[src/rtl/pattern_detector_param.sv]
// Parametrised serial bit-pattern detector with a runtime-loadable pattern, overlap or
// non-overlap restart, a Mealy match, a registered match and a saturating match counter.
module pattern_detector_param #(
  parameter int               PAT_W   = 4,
  parameter logic [PAT_W-1:0] PATTERN = 4'b0111,
  parameter bit               OVERLAP = 1'b1,
  parameter int               CNT_W   = 8
) (
  input  logic             CLK,
  input  logic             nRST,
  input  logic             clr,
  input  logic             in_valid,
  input  logic             in_bit,
  input  logic             pat_load,
  input  logic [PAT_W-1:0] pat_value,
  output logic             match,
  output logic             match_q,
  output logic [CNT_W-1:0] match_cnt
);

  localparam int          FILL_W = $clog2(PAT_W);
  localparam logic [FILL_W-1:0] FULL = FILL_W'(PAT_W - 1);

  logic [PAT_W-1:0]  pat_reg;
  logic [PAT_W-2:0]  hist;
  logic [PAT_W-2:0]  hist_nxt;
  logic [FILL_W-1:0] fill;
  logic              full;
  logic              cnt_sat;
  logic              restart;

  // Newest bit enters at the LSB; the oldest held bit falls off the top.
  generate
    if (PAT_W == 2) begin : g_shift1
      assign hist_nxt = in_bit;
    end else begin : g_shiftn
      assign hist_nxt = {hist[PAT_W-3:0], in_bit};
    end
  endgenerate

  assign full    = (fill == FULL);
  assign cnt_sat = &match_cnt;

  // The fill guard keeps an all-zero pattern from matching zero-initialised history.
  assign match = nRST & in_valid & ~pat_load & ~clr & full & ({hist, in_bit} == pat_reg);

  // Non-overlap mode discards the matched bits so none of them start the next match.
  assign restart = match & ~OVERLAP;

  always_ff @(posedge CLK or negedge nRST) begin
    if (!nRST) begin
      pat_reg   <= PATTERN;
      hist      <= '0;
      fill      <= '0;
      match_q   <= 1'b0;
      match_cnt <= '0;
    end else if (clr) begin
      hist      <= '0;
      fill      <= '0;
      match_q   <= 1'b0;
      match_cnt <= '0;
    end else begin
      match_q <= match;
      if (pat_load) begin
        pat_reg <= pat_value;
        hist    <= '0;
        fill    <= '0;
      end else if (in_valid) begin
        if (restart) begin
          hist <= '0;
          fill <= '0;
        end else begin
          hist <= hist_nxt;
          fill <= full ? fill : fill + 1'b1;
        end
        if (match && !cnt_sat)
          match_cnt <= match_cnt + 1'b1;
      end
    end
  end

endmodule

[config.mk]
export PLATFORM = sky130hd
export DESIGN_NAME = pattern_detector_param
export DESIGN_NICKNAME = d
export VERILOG_FILES = /design/src/rtl/pattern_detector_param.sv
export SDC_FILE = /design/constraint.sdc
export NUM_CORES = 1
export LEC_CHECK = 0
export CORE_MARGIN = 5
export CORE_UTILIZATION = 45
export CTS_CLUSTER_DIAMETER = 120
export DETAILED_ROUTE_END_ITERATION = 7
export HOLD_SLACK_MARGIN = 0.08
export PLACE_DENSITY = 0.74
export REMOVE_ABC_BUFFERS = 1
export SYNTH_ARGS = -nofsm -noshare
export SYNTH_HDL_FRONTEND = slang
export SYNTH_SLANG_ARGS = --single-unit
[constraint.sdc]
create_clock -name CLK -period 2.1 [get_ports CLK]
set_input_delay 0.21 -clock CLK [delete_from_list [all_inputs] [get_ports CLK]]
set_output_delay 0.21 -clock CLK [all_outputs]
set_load 0.1 [all_outputs]
==> metrics.md <==
| Metric | Value |
|---|---|
| Max reg flops | `8` |
| GP Congestion | `0.8348` |
| Internal Power | `roughly 0.52 mW` |
| Seq/Total Area, Yosys | `roughly 46%` |
| Placed inst area | `between 1000 and 1500 sq um` |
| Max cap viols | `0` |
| Post-synth EDFFs | `0` |
| RSZ-0062 raised after global routing | `no` |
| Post-CTS Setup Bufs | `0` |
| Combinational Power Share | `between 10% and 20%` |
| Initial antenna violation count | `0` |
| PwrDens | `542.1 nW/um^2` |
| Cell Rows | `17` |
| Max clock buf depth | `2` |
| Post-synthesis average cell area | `around 10 sq um` |
| CP startpoint | `pat_reg[3]` |
| Reg clk slew, reported paths | `about 0.11 ns` |
| Worst-Margin Slew | `just over 0.6 ns` |
| Post-synth top area share | `between 30% and 40%` |
| Synth area leader | `dfrtp_1` |
| Setup CP Type | `flip-flop to flip-flop` |
| Clock sinks | `18` |
| CORE AREA | `~2200 sq um` |
| Layout cell share with drive strength beyond 1 | `32.50%` |
| Warnings from Yosys | `0` |
| Top area cells in the synthesized netlist | `dfrtp_1 38%, mux2_2 10%, dfstp_2 7.9%` |
| Crit end category | `flip-flop` |
| First-pass GRT wire length | `between 3000 and 4000 um` |
| Fin Setup TNS | `0 ns` |
| F_max | `between 400 and 500 MHz` |
| Fillcell total | `around 210` |
| Max layer used | `met4` |
| DR WL/cell | `13.39 um` |
| Worst-path fanout max | `8` |
| CP arrival | `2.22 ns` |
| Hold slack final | `0.2894 ns` |
| Count of nets after finishing | `133` |
| Final min period | `2.021 ns` |
| Overflow left after global routing | `0` |
| Leak pwr | `0.5695 nW` |
| Synth Register Bits | `18` |
| Period Utilization, post-route | `96.24%` |
| Worst r2r src | `pat_reg[3]` |
| Fin util | `about three fifths` |
| HPWL Detailed | `between 1500 and 2000 um` |
| Number of H-tree levels | `1` |
| Power Total | `slightly below 0.7 mW` |
| Die X | `between 50 and 60 um` |
| Final instance area | `1279 sq um` |
| Switch share | `between 20% and 30%` |
| Status | `complete, no violations` |
| Largest net degree at the start of global routing | `19` |
| Hold WC Path Type | `primary input to async pin` |
| Num CTS Buffers | `3` |
| Top_reg_cell synth | `dfrtp_1` |
| P_sw | `roughly 0.17 mW` |
| Slew Viols, Final | `0` |
| Sequential share of power | `about 54%` |
| Ant. Diodes | `0` |
| Setup Skew | `~0.0071 ns` |
| Relative slew slack | `59.41%` |
| Drt via density | `about 5.4` |
| Via count | `approximately 790` |
| DR WL met2 | `about 1000 um` |
| Worst-Skew Late Latency | `approximately 0.30 ns` |
| Final Hold Fails | `0` |
| Power share of the clock group | `around a third` |
| Top Ports | `20` |
| Final setup viols | `0` |
| Final wirelength | `just under 2000 um` |
| Crit path required time | `roughly 2.3 ns` |
| Remaining DRCs | `0` |
| CTS tree | `yes` |
| 1st-iter DRT viols | `12` |
| Drt first pass iters | `4` |
| Async SR Flop Fraction | `between 90% and 100%` |
| Port bufs | `19` |
| Peak supply drop | `roughly 0.38 mV` |
| Routed Antenna Nets | `0` |
| P&R area growth vs syn | `28.23%` |
| Die ar. | `around 3300 sq um` |
| Startpoint types | `flip-flop` |
| Synth Instances | `95` |
| Met3 wire len | `a little under 80 um` |
| Die height | `between 50 and 60 um` |
| Vias in the first global route | `roughly 800` |
| Starting Density | `a little under half` |
| Root buffer cell | `clkbuf_4` |
| Cell Area, Synth | `around 1000 sq um` |
| GRT Total Usage | `between 10% and 20%` |
| M1 WL | `815 um` |
| Distinct cells, synth | `31` |
==> final timing paths <==
path	endpoint	cells after the start	slack, ns
worst min register to register	fill[0]	2	0.55
worst min-delay path	match_cnt[5]	2	0.29
worst max-delay path	match_cnt[4]	4	0.08
min in group CLK	pat_reg[1]	2	0.52
max in group asynchronous	pat_reg[0]	2	1.55
worst max register to register	match_cnt[4]	4	0.08
==> power by group through the flow <==
stage | registers, mW | clock network (mW) | logic [mW]
final | 0.376 | 0.219 | 0.0983
after CTS | 0.376 | 0.225 | 0.0977
after floorplan | 0.380 | 0 | 0.0455
after detailed placement | 0.383 | 0 | 0.0956
after global routing | 0.379 | 0.247 | 0.109
after global placement | 0.382 | 0 | 0.0916
==> metal layers <==
layer | GRT usage, % | vias up
met3 | 2.262 | 5
met2 | 24.31 | 17
li1 | - | 387
met1 | 16.15 | 384
met4 | 5.960 | 0
met5 | 0 | -
==> area by class of cell <==
| class | instances | area, sq um | share of cell area [%] |
|---|---|---|---|
| clock buffer | 4 | 36.28 | 2.838 |
| multi-input combinational | 70 | 515.5 | 40.31 |
| tap | 28 | 35.03 | 2.740 |
| sequential | 18 | 454.2 | 35.52 |
| timing repair buffer | 26 | 230.2 | 18.00 |
| inverter | 2 | 7.507 | 0.5871 |
==> synthesized netlist by cell type, types with 2 or more instances <==
library cell	number
xnor2_1	2
and2b_1	3
nand3_1	4
xor2_1	2
nor2b_1	4
nand4_1	2
nor4_1	7
dfstp_2	3
inv_1	2
buf_6	2
nor2_1	12
a21oi_1	2
nor4b_1	2
mux2i_1	4
nand2_1	4
dfrtp_1	15
mux2_2	9
clkbuf_1	2
ha_1	2
==> cell families after synthesis <==
logic type / Yosys count / share of synthesized area [%]
simple gates: 45 / 25.22
flops: 18 / 45.55
xor+xnor: 4 / 3.514
buf+inv: 7 / 4.266
mux: 14 / 15.31
compound gates: 5 / 3.639
fa+ha+maj: 2 / 2.509
==> timing repair <==
item                       CTS  global route
gates resized for setup      1             2
setup endpoints to repair    1             2
hold buffers                 0             0
==> worst max-delay path, stage by stage, from the launching register on <==
cell and delay, ns:
dfrtp_1 0.41, xor2_1 0.21, or4_4 0.61, nor4_1 0.32
mux2_2 0.37
==> layout by cell type, fill, tap and decap left out, types with 3 or more instances in the layout <==
master / instances
nor4_1: 6
nor2b_1: 4
and2b_1: 3
nor2_1: 12
nand2_1: 3
clkdlybuf4s50_1: 9
nand3_1: 4
dfstp_2: 3
buf_4: 16
clkbuf_4: 3
dfrtp_1: 15
mux2_2: 9
mux2i_1: 4
==> per-stage QoR <==
step	std cells	setup WS, ns
2_1_floorplan	90	-2.075
3_3_place_gp	144	-0.1517
3_5_place_dp	144	-0.1279
4_1_cts	148	0.06714
5_1_grt	148	0.007530
6_report	148	0.07887
No activity file was read; power rests on OpenSTA's default activity.
